==> src/rtl/dmem_port_arbiter_if.sv <==
// ---------------------------------------------------------------------------
// dmem_port_arbiter_if
// Bundles the three sides of the D-memory arbiter into one interface:
//   c_*   : core D-memory port (active-low csn/wen, byte enables, stall back)
//   dbg_* : debug/loader port (active-high req/we, lock, grant, read valid)
//   m_*   : single-port SRAM request and read data
// Modports:
//   slave  : the arbiter (takes core/debug requests and SRAM read data,
//            drives grants, stall, read data and the SRAM request)
//   master : the environment (core, debug host and SRAM model)
// ---------------------------------------------------------------------------
interface dmem_port_arbiter_if #(
    parameter int AWIDTH = 12
);
    // core side
    logic              c_csn;
    logic              c_wen;
    logic [3:0]        c_be;
    logic [AWIDTH-1:0] c_addr;
    logic [31:0]       c_wdata;
    logic [31:0]       c_rdata;
    logic              c_stall;
    // debug side
    logic              dbg_req;
    logic              dbg_we;
    logic [3:0]        dbg_be;
    logic [AWIDTH-1:0] dbg_addr;
    logic [31:0]       dbg_wdata;
    logic              dbg_lock;
    logic              dbg_gnt;
    logic [31:0]       dbg_rdata;
    logic              dbg_rvalid;
    // SRAM side
    logic              m_csn;
    logic              m_wen;
    logic [3:0]        m_be;
    logic [AWIDTH-1:0] m_addr;
    logic [31:0]       m_wdata;
    logic [31:0]       m_rdata;

    modport slave (
        input  c_csn, c_wen, c_be, c_addr, c_wdata,
        output c_rdata, c_stall,
        input  dbg_req, dbg_we, dbg_be, dbg_addr, dbg_wdata, dbg_lock,
        output dbg_gnt, dbg_rdata, dbg_rvalid,
        output m_csn, m_wen, m_be, m_addr, m_wdata,
        input  m_rdata
    );

    modport master (
        output c_csn, c_wen, c_be, c_addr, c_wdata,
        input  c_rdata, c_stall,
        output dbg_req, dbg_we, dbg_be, dbg_addr, dbg_wdata, dbg_lock,
        input  dbg_gnt, dbg_rdata, dbg_rvalid,
        input  m_csn, m_wen, m_be, m_addr, m_wdata,
        output m_rdata
    );
endinterface

==> src/rtl/dmem_port_arbiter.sv <==
// ---------------------------------------------------------------------------
// dmem_port_arbiter
// Shares the single-port D-memory SRAM between the core and a debug/loader
// port. The core has fixed priority; a debug requester denied MAX_WAIT
// consecutive cycles is forced one slot, and DBG_LOCK hands the port to
// debug for whole bursts. Grants, stall and the SRAM request are
// combinational; read data is routed back one cycle after issue.
// Ports:
//   clk   : clock, all state on the rising edge
//   rst_n : asynchronous active-low reset
//   bus   : core / debug / SRAM signals (slave modport)
// ---------------------------------------------------------------------------
module dmem_port_arbiter #(
    parameter int AWIDTH   = 12,
    parameter int MAX_WAIT = 4
) (
    input  logic                  clk,
    input  logic                  rst_n,
    dmem_port_arbiter_if.slave    bus
);
    typedef enum logic [1:0] {CORE_PRI, DBG_FORCE, LOCKED} state_t;
    typedef enum logic [1:0] {RD_NONE, RD_CORE, RD_DBG} owner_t;

    localparam logic [3:0] MAX_CNT = 4'(MAX_WAIT);

    state_t            state_reg, state_next;
    logic [3:0]        wait_cnt_reg, wait_cnt_next;
    owner_t            rd_owner_reg, rd_owner_next;
    logic [AWIDTH-1:0] addr_reg;
    logic [31:0]       wdata_reg;
    logic [31:0]       c_rdata_reg;
    logic [31:0]       dbg_rdata_reg;

    logic              core_gnt;
    logic              dbg_gnt;
    logic              stall;
    logic              m_csn;
    logic              m_wen;
    logic [3:0]        m_be;
    logic [AWIDTH-1:0] m_addr;
    logic [31:0]       m_wdata;

    // Grant / stall / next-state decision
    always_comb begin
        core_gnt      = 1'b0;
        dbg_gnt       = 1'b0;
        stall         = 1'b0;
        state_next    = state_reg;
        wait_cnt_next = wait_cnt_reg;
        case (state_reg)
            CORE_PRI: begin
                core_gnt = ~bus.c_csn;
                dbg_gnt  = bus.dbg_req & bus.c_csn;
                if (!bus.dbg_req || dbg_gnt) begin
                    wait_cnt_next = 4'd0;
                end else if (wait_cnt_reg < MAX_CNT) begin
                    wait_cnt_next = wait_cnt_reg + 4'd1;
                end
                // Switch on the denial that brings the count to MAX_WAIT so
                // the forced grant lands on the very next cycle.
                if (bus.dbg_req && !dbg_gnt && wait_cnt_next == MAX_CNT) begin
                    state_next = DBG_FORCE;
                end
            end
            DBG_FORCE: begin
                // Slot belongs to debug even if it has dropped its request;
                // in that case the cycle simply goes unused.
                dbg_gnt       = bus.dbg_req;
                stall         = ~bus.c_csn;
                state_next    = CORE_PRI;
                wait_cnt_next = 4'd0;
            end
            LOCKED: begin
                dbg_gnt = bus.dbg_req;
                stall   = ~bus.c_csn;
                if (!bus.dbg_lock) begin
                    state_next    = CORE_PRI;
                    wait_cnt_next = 4'd0;
                end
            end
            default: begin
                state_next    = CORE_PRI;
                wait_cnt_next = 4'd0;
            end
        endcase
        // Lock wins over everything, including a simultaneous counter expiry.
        if (bus.dbg_lock) begin
            state_next    = LOCKED;
            wait_cnt_next = 4'd0;
        end
        // Outputs must sit at their idle values for as long as reset is held,
        // not just after the first edge.
        if (!rst_n) begin
            core_gnt = 1'b0;
            dbg_gnt  = 1'b0;
            stall    = 1'b0;
        end
    end

    // SRAM request mux and read-owner tracking
    always_comb begin
        m_csn         = 1'b1;
        m_wen         = 1'b1;
        m_be          = 4'b0000;
        m_addr        = addr_reg;
        m_wdata       = wdata_reg;
        rd_owner_next = RD_NONE;
        if (core_gnt) begin
            m_csn   = 1'b0;
            m_wen   = bus.c_wen;
            m_be    = bus.c_be;
            m_addr  = bus.c_addr;
            m_wdata = bus.c_wdata;
            if (bus.c_wen) begin
                rd_owner_next = RD_CORE;
            end
        end else if (dbg_gnt) begin
            m_csn   = 1'b0;
            m_wen   = ~bus.dbg_we;
            m_be    = bus.dbg_be;
            m_addr  = bus.dbg_addr;
            m_wdata = bus.dbg_wdata;
            if (!bus.dbg_we) begin
                rd_owner_next = RD_DBG;
            end
        end
    end

    always_ff @(posedge clk or negedge rst_n) begin
        if (!rst_n) begin
            state_reg     <= CORE_PRI;
            wait_cnt_reg  <= 4'd0;
            rd_owner_reg  <= RD_NONE;
            addr_reg      <= '0;
            wdata_reg     <= 32'd0;
            c_rdata_reg   <= 32'd0;
            dbg_rdata_reg <= 32'd0;
        end else begin
            state_reg    <= state_next;
            wait_cnt_reg <= wait_cnt_next;
            rd_owner_reg <= rd_owner_next;
            // Address/data bus parks on the last issued access.
            if (!m_csn) begin
                addr_reg  <= m_addr;
                wdata_reg <= m_wdata;
            end
            if (rd_owner_reg == RD_CORE) begin
                c_rdata_reg <= bus.m_rdata;
            end
            if (rd_owner_reg == RD_DBG) begin
                dbg_rdata_reg <= bus.m_rdata;
            end
        end
    end

    // Read data passes straight through in the return cycle, then is held.
    assign bus.c_rdata    = (rd_owner_reg == RD_CORE) ? bus.m_rdata : c_rdata_reg;
    assign bus.dbg_rdata  = (rd_owner_reg == RD_DBG)  ? bus.m_rdata : dbg_rdata_reg;
    assign bus.dbg_rvalid = (rd_owner_reg == RD_DBG);
    assign bus.c_stall    = stall;
    assign bus.dbg_gnt    = dbg_gnt;
    assign bus.m_csn      = m_csn;
    assign bus.m_wen      = m_wen;
    assign bus.m_be       = m_be;
    assign bus.m_addr     = m_addr;
    assign bus.m_wdata    = m_wdata;
endmodule

==> src/flat_wrapper.sv <==
// flat-port wrapper written by rule: the top's interface ports become plain ports
module dmem_port_arbiter_flat 
#(
    parameter int AWIDTH   = 12,
    parameter int MAX_WAIT = 4
)
  (clk, rst_n, bus_c_csn, bus_c_wen, bus_c_be, bus_c_addr, bus_c_wdata, bus_c_rdata, bus_c_stall, bus_dbg_req, bus_dbg_we, bus_dbg_be, bus_dbg_addr, bus_dbg_wdata, bus_dbg_lock, bus_dbg_gnt, bus_dbg_rdata, bus_dbg_rvalid, bus_m_csn, bus_m_wen, bus_m_be, bus_m_addr, bus_m_wdata, bus_m_rdata);
  dmem_port_arbiter_if #(.AWIDTH(AWIDTH)) bus_i ();
  input  logic clk;
  input  logic rst_n;
  input wire logic [$bits(bus_i.c_csn)-1:0] bus_c_csn;
  input wire logic [$bits(bus_i.c_wen)-1:0] bus_c_wen;
  input wire logic [$bits(bus_i.c_be)-1:0] bus_c_be;
  input wire logic [$bits(bus_i.c_addr)-1:0] bus_c_addr;
  input wire logic [$bits(bus_i.c_wdata)-1:0] bus_c_wdata;
  output wire logic [$bits(bus_i.c_rdata)-1:0] bus_c_rdata;
  output wire logic [$bits(bus_i.c_stall)-1:0] bus_c_stall;
  input wire logic [$bits(bus_i.dbg_req)-1:0] bus_dbg_req;
  input wire logic [$bits(bus_i.dbg_we)-1:0] bus_dbg_we;
  input wire logic [$bits(bus_i.dbg_be)-1:0] bus_dbg_be;
  input wire logic [$bits(bus_i.dbg_addr)-1:0] bus_dbg_addr;
  input wire logic [$bits(bus_i.dbg_wdata)-1:0] bus_dbg_wdata;
  input wire logic [$bits(bus_i.dbg_lock)-1:0] bus_dbg_lock;
  output wire logic [$bits(bus_i.dbg_gnt)-1:0] bus_dbg_gnt;
  output wire logic [$bits(bus_i.dbg_rdata)-1:0] bus_dbg_rdata;
  output wire logic [$bits(bus_i.dbg_rvalid)-1:0] bus_dbg_rvalid;
  output wire logic [$bits(bus_i.m_csn)-1:0] bus_m_csn;
  output wire logic [$bits(bus_i.m_wen)-1:0] bus_m_wen;
  output wire logic [$bits(bus_i.m_be)-1:0] bus_m_be;
  output wire logic [$bits(bus_i.m_addr)-1:0] bus_m_addr;
  output wire logic [$bits(bus_i.m_wdata)-1:0] bus_m_wdata;
  input wire logic [$bits(bus_i.m_rdata)-1:0] bus_m_rdata;
  assign bus_i.c_csn = bus_c_csn;
  assign bus_i.c_wen = bus_c_wen;
  assign bus_i.c_be = bus_c_be;
  assign bus_i.c_addr = bus_c_addr;
  assign bus_i.c_wdata = bus_c_wdata;
  assign bus_c_rdata = bus_i.c_rdata;
  assign bus_c_stall = bus_i.c_stall;
  assign bus_i.dbg_req = bus_dbg_req;
  assign bus_i.dbg_we = bus_dbg_we;
  assign bus_i.dbg_be = bus_dbg_be;
  assign bus_i.dbg_addr = bus_dbg_addr;
  assign bus_i.dbg_wdata = bus_dbg_wdata;
  assign bus_i.dbg_lock = bus_dbg_lock;
  assign bus_dbg_gnt = bus_i.dbg_gnt;
  assign bus_dbg_rdata = bus_i.dbg_rdata;
  assign bus_dbg_rvalid = bus_i.dbg_rvalid;
  assign bus_m_csn = bus_i.m_csn;
  assign bus_m_wen = bus_i.m_wen;
  assign bus_m_be = bus_i.m_be;
  assign bus_m_addr = bus_i.m_addr;
  assign bus_m_wdata = bus_i.m_wdata;
  assign bus_i.m_rdata = bus_m_rdata;
  dmem_port_arbiter #(.AWIDTH(AWIDTH), .MAX_WAIT(MAX_WAIT)) u_core (.clk(clk), .rst_n(rst_n), .bus(bus_i));
endmodule
==> config.mk <==
export PLATFORM = sky130hd
export DESIGN_NAME = dmem_port_arbiter_flat
export DESIGN_NICKNAME = d
export VERILOG_FILES = /design/src/rtl/dmem_port_arbiter_if.sv /design/src/rtl/dmem_port_arbiter.sv /design/src/flat_wrapper.sv
export SDC_FILE = /design/constraint.sdc
export NUM_CORES = 1
export LEC_CHECK = 0
export BUFFER_PORTS_ARGS = -buffer_cell sky130_fd_sc_hd__buf_2
export CAP_MARGIN = 30
export CORE_MARGIN = 1
export CORE_UTILIZATION = 43
export CTS_CLUSTER_SIZE = 28
export DETAILED_ROUTE_END_ITERATION = 7
export PLACE_DENSITY_LB_ADDON = 0.25
export REMOVE_ABC_BUFFERS = 1
export SYNTH_ARGS = -nofsm -noshare
export SYNTH_HDL_FRONTEND = slang
export SYNTH_SLANG_ARGS = --single-unit
==> constraint.sdc <==
create_clock -name clk -period 1.5 [get_ports clk]
set_input_delay 0.225 -clock clk [delete_from_list [all_inputs] [get_ports clk]]
set_output_delay 0.225 -clock clk [all_outputs]
set_load 0.01 [all_outputs]
==> results_dict.tcl <==
set metrics [dict create \
    antenna_found_initial 1 \
    yosysUniqueCellTypes 40 \
    synthesis.area_um2 5620 \
    synth_area_leaders "dfrtp_1 (52%), mux2_2 (12%), a31oi_1 (9.8%)" \
    worst_pin_slew_ns 0.446 \
    wl_per_cell_um 22.3 \
    endpoint_kind "primary output" \
    dp_hpwl_mm 11.4 \
    slowest_delay_ns 0.41 \
    violations "negative setup slack" \
    track_usage 0.326 \
    ys_ff_latch 116 \
    synthArstFlopShare 1.00 \
    worst-setup-path-type "flop to primary output" \
    fin_area_um2 10700 \
    clock-sinks 116 \
    drcViolationCount 0 \
    dr.pass1.iters 5 \
    synthToLayoutAreaGrowth_pct 90.5 \
    routed.top_layer "met4" \
    met2_length_mm 12.7 \
    grt_setup_unrepaired "true" \
    cts_root_buf "clkbuf_16" \
    final_core_util 0.846 \
    grt.overflow.total 0 \
    wl_met3_mm 1.80 \
    cts_tree "built" \
    grt_pass1_vias 5984 \
    setup_viol 165 \
    std_cell_rows 41 \
    max_freq_mhz 430 \
    viasPerCell 5.59 \
    hold_viol_final 0 \
    fin_ws_ns -0.824 \
    gp_congestion 0.780 \
    powerDensity_nw_per_um2 1290 \
    synth_top_cell_area_share 0.516 \
    hold_class "input pin to asynchronous set/reset pin" \
    power.total_mw 13.8 \
    numCtsBuffers 17 \
    synth_top_area_cell "dfrtp_1" \
    maxCapViolations 0 \
    netlist_instances 496 \
    cp.required_ns 1.27 \
    drtIter0Drc 488 \
    final_common_cell "buf_2" \
    drive_gt1_frac 0.711 \
    path_cells "inv_2, ha_4, a21oi_4, buf_6, buf_12, o21ai_2, a31oi_1, buf_2" \
    cp-start-kind "flop" \
    avgSynthCellArea_um2 11.3 \
    ir_drop_mv 0.822 \
    skew_ns 0.00995 \
    fp.dieH_um 116 \
    die_area_um2 13500 \
    path_clk_slew_ns 0.07 \
    relSlewSlack 0.702 \
    io_pins 252 \
    start_util 0.444 \
    most-common-layout-cells "buf_2 (184), buf_4 (130), dfrtp_1 (116), buf_6 (101), a31oi_1 (70)" \
    crit_arrival_ns 2.10 \
    ys.flop_type "dfrtp_1" \
    clk_latency_ns 0.41 \
    grt_max_degree 86 \
    grt_pass1_wl_mm 32.6 \
    ys_warn_count 0 \
    status "complete, but fails checks" \
    io_buffers 251 \
    period_needed_ns 2.32 \
    drt-met1-wl_mm 9.29 \
    design.core.area_um2 12700 \
    ant_nets 0 \
    cp_slowest_cell "dfrtp_1" \
    maxSlewViolCount 0 \
    vias 6162 \
    clock_path_buffers 2 \
    routed_wl_mm 24.5 \
    final_nets 1056 \
    die_width_um 116 \
    htreeDepth 4 \
    place_area_um2 7820 \
    whs_ns 0.0339 \
    fin_crit_sh 1.55 \
    fin_setup_tns_ns -77.66 \
    p_leak_nw 5.10 \
    crit_fanout 9 \
    synth_edf_count 0 \
    synth.yosys.seq_area_share 0.516 \
]
## report_power, final
part	leakage [nW]	internal (mW)	switching, mW	total [mW]
registers	1.38	3.83	0.370	4.20
clock network	0.304	2.80	1.62	4.42
logic	3.42	2.89	2.31	5.20
total	5.10	9.51	4.30	13.8
## per-layer routing
layer,track usage,up-vias
li1,-,2694
met5,0,-
met3,0.0706,56
met4,0.114,0
met1,0.388,3078
met2,0.579,334
## per-stage QoR
stage,worst slack [ns],cells
floorplan,-1.38,453
global placement,-0.473,993
detailed placement,-0.551,993
CTS,-0.833,1090
global route,-0.900,1103
finish,-0.824,1103
## area by class of cell
cell class                      instances  area (µm²)
Multi-Input combinational cell        331        3270
Timing Repair Buffer                  446        3670
Inverter                                6        27.5
Clock buffer                           17         425
Fill cell                             632        1950
Sequential cell                       116        2900
Tap cell                              172         215
Antenna cell                            1        2.50
Clock inverter                         14         203
## cells in the mapped netlist (3+ instances only)
cell type	number
dfrtp_1	116
a31oi_1	88
mux2_2	62
nor2_1	53
nand3_2	40
o21ai_1	28
buf_2	22
o21ai_0	19
clkbuf_1	8
buf_4	6
inv_1	6
a22o_1	4
buf_8	4
nand3_1	4
a21oi_1	3
ha_1	3
## cells by family (layout without fill, tap and decap cells)
kind of cell	count (synthesis)	count (layout)	share of synthesized area
AOI/OAI and AO/OA	149	149	0.160
DFF	116	116	0.516
and+or+nand+nor	114	114	0.134
muxes	65	65	0.130
buffers and inverters	49	483	0.0525
adders and majority gates	3	3	0.00667
other	0	1	0
## path summary, 6_finish.rpt
path                            slack, ns  cells past startpoint                startpoint                  endpoint
worst min-delay path                 0.03                      3                     rst_n    u_core.c_rdata_reg[15]
max in group asynchronous            0.68                      3                     rst_n        u_core.addr_reg[2]
worst min register to register       0.50                      1  u_core.dbg_rdata_reg[14]  u_core.dbg_rdata_reg[14]
min in group clk                     0.06                      2              bus_dbg_lock    u_core.wait_cnt_reg[1]
worst max register to register      -0.37                      8       u_core.state_reg[0]      u_core.wdata_reg[25]
worst max-delay path                -0.82                      8       u_core.state_reg[1]            bus_m_wdata[1]
## worst max-delay path: cells and delay by family, from the launching register on
kind | cells | cell delay [ns]
compound gates | 3 | 0.47
flops | 1 | 0.41
buf+inv | 4 | 0.54
fa+ha+maj | 1 | 0.26
## repair_timing
item / 4_1_cts / 5_1_grt
buffers inserted: 51 / 32
hold endpoints to repair: 34 / 0
resized for setup: 212 / 121
gates cloned: 13 / 6
pin swaps: 61 / 43
hold buffers: 2 / 0
setup endpoints to repair: 168 / 184
No activity file was read; power rests on OpenSTA's default activity.
